<file path="src/rtl/vga_timing_ctrl.sv">
`timescale 1ns/1ps
// vga_timing_ctrl: 640x480@60 VGA timing generator with pixel clock-enable.
//
// Optional feature macro: VGA_TEST_PATTERN_EN (adds test_mode colour-bar source).
//
// Ports:
//   clk          system clock
//   rst_n        synchronous active-low reset
//   test_mode    (VGA_TEST_PATTERN_EN only) 1 = internal colour bars replace rgb_in
//   rgb_in       colour for current pix_x/pix_y, R[11:8] G[7:4] B[3:0]
//   pix_x/pix_y  current coordinate, 0 when blanked (combinational from counters)
//   pix_valid    counters inside the active region
//   pix_ce       pixel-rate enable, one clk wide
//   hsync/vsync  active-low sync, registered
//   vga_r/g/b    registered colour pins with blanking applied
//   frame_start  one-clk pulse after pixel (0,0) is processed
module vga_timing_ctrl #(
  parameter int unsigned CLK_DIV  = 4,
  parameter int unsigned H_ACTIVE = 640,
  parameter int unsigned H_FP     = 16,
  parameter int unsigned H_SYNC   = 96,
  parameter int unsigned H_BP     = 48,
  parameter int unsigned V_ACTIVE = 480,
  parameter int unsigned V_FP     = 10,
  parameter int unsigned V_SYNC   = 2,
  parameter int unsigned V_BP     = 33
) (
  input  logic        clk,
  input  logic        rst_n,
`ifdef VGA_TEST_PATTERN_EN
  input  logic        test_mode,
`endif
  input  logic [11:0] rgb_in,
  output logic [9:0]  pix_x,
  output logic [8:0]  pix_y,
  output logic        pix_valid,
  output logic        pix_ce,
  output logic        hsync,
  output logic        vsync,
  output logic [3:0]  vga_r,
  output logic [3:0]  vga_g,
  output logic [3:0]  vga_b,
  output logic        frame_start
);

  localparam int unsigned H_TOTAL = H_ACTIVE + H_FP + H_SYNC + H_BP;
  localparam int unsigned V_TOTAL = V_ACTIVE + V_FP + V_SYNC + V_BP;
  localparam int unsigned DIV_W   = (CLK_DIV > 1) ? $clog2(CLK_DIV) : 1;

  localparam logic [DIV_W-1:0] DIV_LAST = DIV_W'(CLK_DIV - 1);
  localparam logic [9:0] H_LAST   = 10'(H_TOTAL - 1);
  localparam logic [9:0] V_LAST   = 10'(V_TOTAL - 1);
  localparam logic [9:0] H_ACT    = 10'(H_ACTIVE);
  localparam logic [9:0] V_ACT    = 10'(V_ACTIVE);
  localparam logic [9:0] H_SYNC_S = 10'(H_ACTIVE + H_FP);
  localparam logic [9:0] H_SYNC_E = 10'(H_ACTIVE + H_FP + H_SYNC);
  localparam logic [9:0] V_SYNC_S = 10'(V_ACTIVE + V_FP);
  localparam logic [9:0] V_SYNC_E = 10'(V_ACTIVE + V_FP + V_SYNC);

  logic [DIV_W-1:0] div_cnt_q, div_cnt_d;
  logic [9:0]       h_cnt_q, h_cnt_d;
  logic [9:0]       v_cnt_q, v_cnt_d;
  logic [11:0]      rgb_q, rgb_d;
  logic             hsync_q, hsync_d;
  logic             vsync_q, vsync_d;
  logic             frame_start_q, frame_start_d;
  logic             active;
  logic [11:0]      colour_src;

  // Pixel enable and active-region decode straight from the counter registers
  assign pix_ce    = (div_cnt_q == DIV_LAST);
  assign active    = (h_cnt_q < H_ACT) && (v_cnt_q < V_ACT);
  assign pix_valid = active;
  assign pix_x     = active ? h_cnt_q : 10'd0;
  assign pix_y     = active ? v_cnt_q[8:0] : 9'd0;

`ifdef VGA_TEST_PATTERN_EN
  logic [2:0]  bar_idx;
  logic [11:0] bar_rgb;

  // Eight 80-pixel vertical colour bars
  always_comb begin
    bar_idx = 3'(h_cnt_q / 10'd80);
    bar_rgb = 12'h000;
    case (bar_idx)
      3'd0:    bar_rgb = 12'hFFF;
      3'd1:    bar_rgb = 12'hFF0;
      3'd2:    bar_rgb = 12'h0FF;
      3'd3:    bar_rgb = 12'h0F0;
      3'd4:    bar_rgb = 12'hF0F;
      3'd5:    bar_rgb = 12'hF00;
      3'd6:    bar_rgb = 12'h00F;
      default: bar_rgb = 12'h000;
    endcase
  end

  assign colour_src = test_mode ? bar_rgb : rgb_in;
`else
  assign colour_src = rgb_in;
`endif

  // Next-state: counters advance and pins update only on pix_ce, using pre-advance counts
  always_comb begin
    div_cnt_d     = div_cnt_q;
    h_cnt_d       = h_cnt_q;
    v_cnt_d       = v_cnt_q;
    rgb_d         = rgb_q;
    hsync_d       = hsync_q;
    vsync_d       = vsync_q;
    frame_start_d = 1'b0;

    if (pix_ce) begin
      div_cnt_d     = '0;
      rgb_d         = active ? colour_src : 12'h000;
      hsync_d       = ~((h_cnt_q >= H_SYNC_S) && (h_cnt_q < H_SYNC_E));
      vsync_d       = ~((v_cnt_q >= V_SYNC_S) && (v_cnt_q < V_SYNC_E));
      frame_start_d = (h_cnt_q == 10'd0) && (v_cnt_q == 10'd0);
      if (h_cnt_q == H_LAST) begin
        h_cnt_d = 10'd0;
        v_cnt_d = (v_cnt_q == V_LAST) ? 10'd0 : v_cnt_q + 10'd1;
      end else begin
        h_cnt_d = h_cnt_q + 10'd1;
      end
    end else begin
      div_cnt_d = div_cnt_q + DIV_W'(1);
    end
  end

  // State registers; reset aborts any frame in progress and releases sync
  always_ff @(posedge clk) begin
    if (!rst_n) begin
      div_cnt_q     <= '0;
      h_cnt_q       <= 10'd0;
      v_cnt_q       <= 10'd0;
      rgb_q         <= 12'h000;
      hsync_q       <= 1'b1;
      vsync_q       <= 1'b1;
      frame_start_q <= 1'b0;
    end else begin
      div_cnt_q     <= div_cnt_d;
      h_cnt_q       <= h_cnt_d;
      v_cnt_q       <= v_cnt_d;
      rgb_q         <= rgb_d;
      hsync_q       <= hsync_d;
      vsync_q       <= vsync_d;
      frame_start_q <= frame_start_d;
    end
  end

  assign vga_r       = rgb_q[11:8];
  assign vga_g       = rgb_q[7:4];
  assign vga_b       = rgb_q[3:0];
  assign hsync       = hsync_q;
  assign vsync       = vsync_q;
  assign frame_start = frame_start_q;

endmodule

</file>
<file path="config.mk">
export PLATFORM = sky130hd
export DESIGN_NAME = vga_timing_ctrl
export DESIGN_NICKNAME = d
export VERILOG_FILES = /design/src/rtl/vga_timing_ctrl.sv
export SDC_FILE = /design/constraint.sdc
export NUM_CORES = 1
export LEC_CHECK = 0
export CAP_MARGIN = 15
export CORE_AREA = 2 2 63 65
export CTS_CLUSTER_DIAMETER = 200
export DETAILED_ROUTE_END_ITERATION = 10
export DIE_AREA = 0 0 65 67
export MAX_ROUTING_LAYER = met4
export PLACE_DENSITY_LB_ADDON = 0.05
export SETUP_SLACK_MARGIN = 0.4
export SYNTH_ARGS = -nofsm -noshare
export SYNTH_HDL_FRONTEND = slang
export SYNTH_SLANG_ARGS = --single-unit
</file>
<file path="constraint.sdc">
create_clock -name clk -period 2.35 [get_ports clk]
set_input_delay 0.5875 -clock clk [delete_from_list [all_inputs] [get_ports clk]]
set_output_delay 0.5875 -clock clk [all_outputs]
set_load 0.02 [all_outputs]
</file>
======== Yosys cells after proc, flatten, opt, wreduce, memory -nomap -nowiden ========
Index checks and enable logic that the tools add are counted.
storage, ports and cells
  word-level logic and storage cells ...... 36
  register bits ........................... 37
  input port bits ......................... 14
  output and inout port bits .............. 36
cells by class
  equal/unequal tests ..................... 3
  $lt $le $gt $ge ......................... 6
  bitwise operators ....................... 3
  add/subtract/negate cells ............... 3
  reductions and logical operators ........ 9
  mux-type cells .......................... 5
operators with widths
  kind                                                   number
  2-to-1 mux 10 bit                                      3
  adder 10 x 1 -> 10 bit (second input constant)         2
  == test 10 bit (second input constant)                 2
  logical NOT 10 bit                                     2
  < comparator 10 bit (second input constant)            2
  < comparator 10 x 9 -> 1 bit (second input constant)   2
  2-to-1 mux 12 bit                                      1
  >= comparator 10 bit (second input constant)           1
  >= comparator 10 x 9 -> 1 bit (second input constant)  1
  2-to-1 mux 9 bit                                       1
  logical AND 1 bit                                      4
  AND reduction 2 bit                                    2
  inverter 1 bit                                         3
  adder 2 x 1 -> 2 bit (second input constant)           1
  == test 2 bit (second input constant)                  1
  OR reduction 2 bit                                     1

======== Longest topological paths before layout ========
  depth after elaboration ................. 3
  mapped depth ............................ 6
  gate-level depth less buffers ........... 6

======== Worst setup path after synthesis ========
Ideal clock, no wire load.
  kind .................................... register to output
  start point ............................. register h_cnt_q[8]
  end point ............................... output port pix_x[4]
  stages on the path, launching flop included .. 6
  slack ................................... 0.449 ns
  arrival ................................. 1.314 ns
  required time ........................... 1.762 ns
  buffers on the path ..................... 1
  cells stage by stage .................... dfxtp_1 o21ai_0 nand2_1 nor2_1 buf_2 and2_1
on the way
  cells in the longest elaborated chain, start to end .. 3
ends and longest elaborated chain
  what                    RTL line  RTL
  from (decl)             61        logic [9:0] h_cnt_q, h_cnt_d;
  from (signal assigned)  141       h_cnt_q <= h_cnt_d;
  < comparator 10 bit     72        assign active = (h_cnt_q < H_ACT) && (v_cnt_q < V_ACT);
  logical AND 1 bit       72
  net pix_valid           36        output logic pix_valid,
  2-to-1 mux 10 bit       74        assign pix_x = active ? h_cnt_q : 10'd0;
  to (decl)               34        output logic [9:0] pix_x,
The timed path passes the listed nets, and every way through them passes these cells.

======== Worst setup path in the final report ========
  start point ............................. register v_cnt_q[8]
  end point ............................... output port pix_y[4]
on the way
  cells in the longest elaborated chain, start to end .. 3
ends and longest elaborated chain
  what                          RTL line  RTL
  from (decl)                   62        logic [9:0] v_cnt_q, v_cnt_d;
  from (signal assigned)        142       v_cnt_q <= v_cnt_d;
  < comparator 10 x 9 -> 1 bit  72
  logical AND 1 bit             72
  2-to-1 mux 9 bit              75        assign pix_y = active ? v_cnt_q[8:0] : 9'd0;
  to (decl)                     35        output logic [8:0] pix_y,
No other way between the ends.

==> results_dict.tcl <==
set metrics [dict create \
    layout.cells.most_common "dfxtp_1" \
    worst_slew_pin_slew_ns 0.467 \
    total_leakage_power_uw 0.00117 \
    syn-cell-area_sq_mm 0.00182 \
    seq_area_frac_synth_pct 40.6 \
    finalWorstSetupSlack_ns 0.245 \
    vias_per_cell 5.71 \
    placement.io_buffers 49 \
    drv_cap 0 \
    cts_tree "built" \
    final_max_slew_viol_count 0 \
    data_arrival_critical_path_ns 1.52 \
    core_area_sq_mm 0.00361 \
    critPathCaptureType "primary output" \
    register_bit_total_from_synthesis 37 \
    initial_core_utilization_pct 50.6 \
    htree_levels 2 \
    run_status "complete, no violations" \
    final.min_clock_period_ns 2.11 \
    inserted_clock_buffers 5 \
    critPathMaxFanout 7 \
    n_antenna_cell 0 \
    power.density_cell_area_mw_per_mm2 467 \
    post-synth-top-area-fraction_pct 40.6 \
    clkLatencyLatePin_ns 0.29 \
    rsz_0062_raised_after_global_routing "true" \
    grtUsageTotal_pct 25.9 \
    fraction_of_final_layout_cells_with_drive_strength_greater_than_1_pct 32.7 \
    synthesis.area_per_instance_sq_um 9.03 \
    cts.path.max_buffers 2 \
    detailedRoute.firstPassIterationCount 4 \
    yosysWarningCount 0 \
    slew_headroom_pct 68.6 \
    top_level_ports 50 \
    largest_net_degree_at_the_start_of_global_routing 14 \
    detail_route.wl_per_cell_microns 16.2 \
    placement.setup.worst_slack_ns 0.168 \
    finalHoldViolCount 0 \
    setup.worst_path.start_class "register" \
    final.setup_skew_ns 0.00336 \
    synth.top_cells.by_area "dfxtp_1, a22o_1, and2_1" \
    timing.setup.critical_path_class "reg -> out" \
    clock.fmax_ghz 0.475 \
    power.ir.vdd_worst_v 0.000365 \
    vias 1862 \
    syn-num-nets 221 \
    clk_pin_slew_worst_paths_ns 0.07 \
    worst_ep_required_time_ns 1.76 \
    routed_wirelength_microns 5270 \
    final_net_count 297 \
    grt-ovfl-total 0 \
    final_antenna_net_count 0 \
    drt_iter0_markers 115 \
    globalplace.congestion 0.931 \
    first_global_vias 1758 \
    hp-class "reg -> reg" \
    die_footprint_sq_mm 0.00436 \
    horizontal_die_dimension_microns 65 \
    post-dp-hpwl_microns 3380 \
    tritoncts_num_sinks 37 \
    final_cycle_share_pct 89.6 \
    tns_ns 0 \
    setup_violations 0 \
    synth_area_leader_cell "dfxtp_1" \
    most-common-layout-cells "dfxtp_1, buf_6, clkdlybuf4s50_1, buf_4, nor2_1" \
    core.rowCount 22 \
    antenna_found_initial 0 \
    synth.lib_cells_used.distinct 44 \
    drc_errors 0 \
    finish.utilization_pct 76.8 \
    clk_root_buffer_cell "clkbuf_8" \
    die_y_microns 67 \
    flow.area_growth_from_synthesis_pct 51.9 \
    wire_length_of_the_first_global_routing_pass_microns 8290 \
    synth_cells 202 \
]
## cell type report
class,instances,area (sq um)
Clock buffer,5,68.8
Clock inverter,2,35.0
Fill cell,247,836
Inverter,7,26.3
Multi-Input combinational cell,146,1060
Sequential cell,37,748
Tap cell,48,60.1
Timing Repair Buffer,81,774
## report_power, final
group	switching [uW]	leakage [uW]	internal, uW
clock	225	0.0000540	308
combinational	52.8	0.000817	58.4
sequential	7.16	0.000302	641
total	285	0.00117	1010
## synthesized netlist by cell type, drive strengths merged
master and number:
or3 5, nand3b 1, xor2 4, ha 5
nor2 18, dfxtp 37, clkbuf 5, inv 7
nand4bb 1, xnor2 5, nand2b 2, nor4b 1
nand4 9, a31oi 2, nand2 9, nor4 5
and3 6, a21o 1, a2bb2oi 1, nand4b 2
and3b 1, buf 7, a21oi 2, o21ai 7
nand3 8, o221ai 1, a21boi 1, nor3 11
nor2b 3, a22o 12, o211ai 1, and2 16
mux2i 2, a211oi 1, o31ai 3
## registers in the layout (all words and copies together), names as in the netlist
register / flops
hsync: 1
v_cnt_q: 10
div_cnt_q: 2
vsync: 1
frame_start: 1
rgb_q: 12
h_cnt_q: 10
## metal layers
layer	routed length, microns	track usage (%)	part of all wire [%]	vias to the layer above
met5	0	-	0	-
met4	148	13.3	2.8	0
met3	320	6.08	6.1	16
met2	2650	42.5	50	72
met1	2150	29.5	41	900
li1	-	-	-	874
## per-stage QoR
stage	hold slack [ns]	area, sq um	instances	total power (uW)
floorplan	0.398	1820	202	714
global placement	0.408	2440	304	773
detailed placement	0.428	2440	304	776
CTS	0.447	2630	325	1300
global route	0.456	2770	326	1330
finish	0.444	2770	326	1290
## kinds of logic (layout without fill, tap and decap cells)
group	Yosys count	count (layout)	synth area share, %
and+or+nand+nor	98	98	31.8
DFF	37	37	40.6
AOI/OAI and AO/OA	32	32	13.7
buffers and inverters	19	95	5.01
xor gates and xnor gates	9	9	4.32
adders and majority gates	5	5	3.43
muxes	2	2	1.10
## final timing paths
| path | cells past startpoint | slack (ns) | end | from |
|---|---|---|---|---|
| worst min register to register | 1 | 0.44 | div_cnt_q[0] | div_cnt_q[0] |
| worst max-delay path | 7 | 0.24 | pix_y[4] | v_cnt_q[8] |
| worst max register to register | 14 | 0.32 | v_cnt_q[8] | v_cnt_q[8] |
| worst min-delay path | 1 | 0.44 | div_cnt_q[0] | div_cnt_q[0] |
## what timing repair did
action | CTS | global route
pin swaps | 3 | 10
hold endpoints to repair | 0 | 0
cloned | 1 | 0
buffers inserted | 13 | 1
hold buffers | 0 | 0
resized for setup | 121 | 40
setup endpoints to repair | 21 | 21
## critical path, cell delays in order (launching register included)
cell	delay, ns
dfxtp_2	0.34
nand4_1	0.17
nand2_2	0.14
nor2_4	0.05
buf_6	0.15
buf_6	0.11
and2_4	0.15
buf_6	0.12
Power figures use the tool's default switching activity.
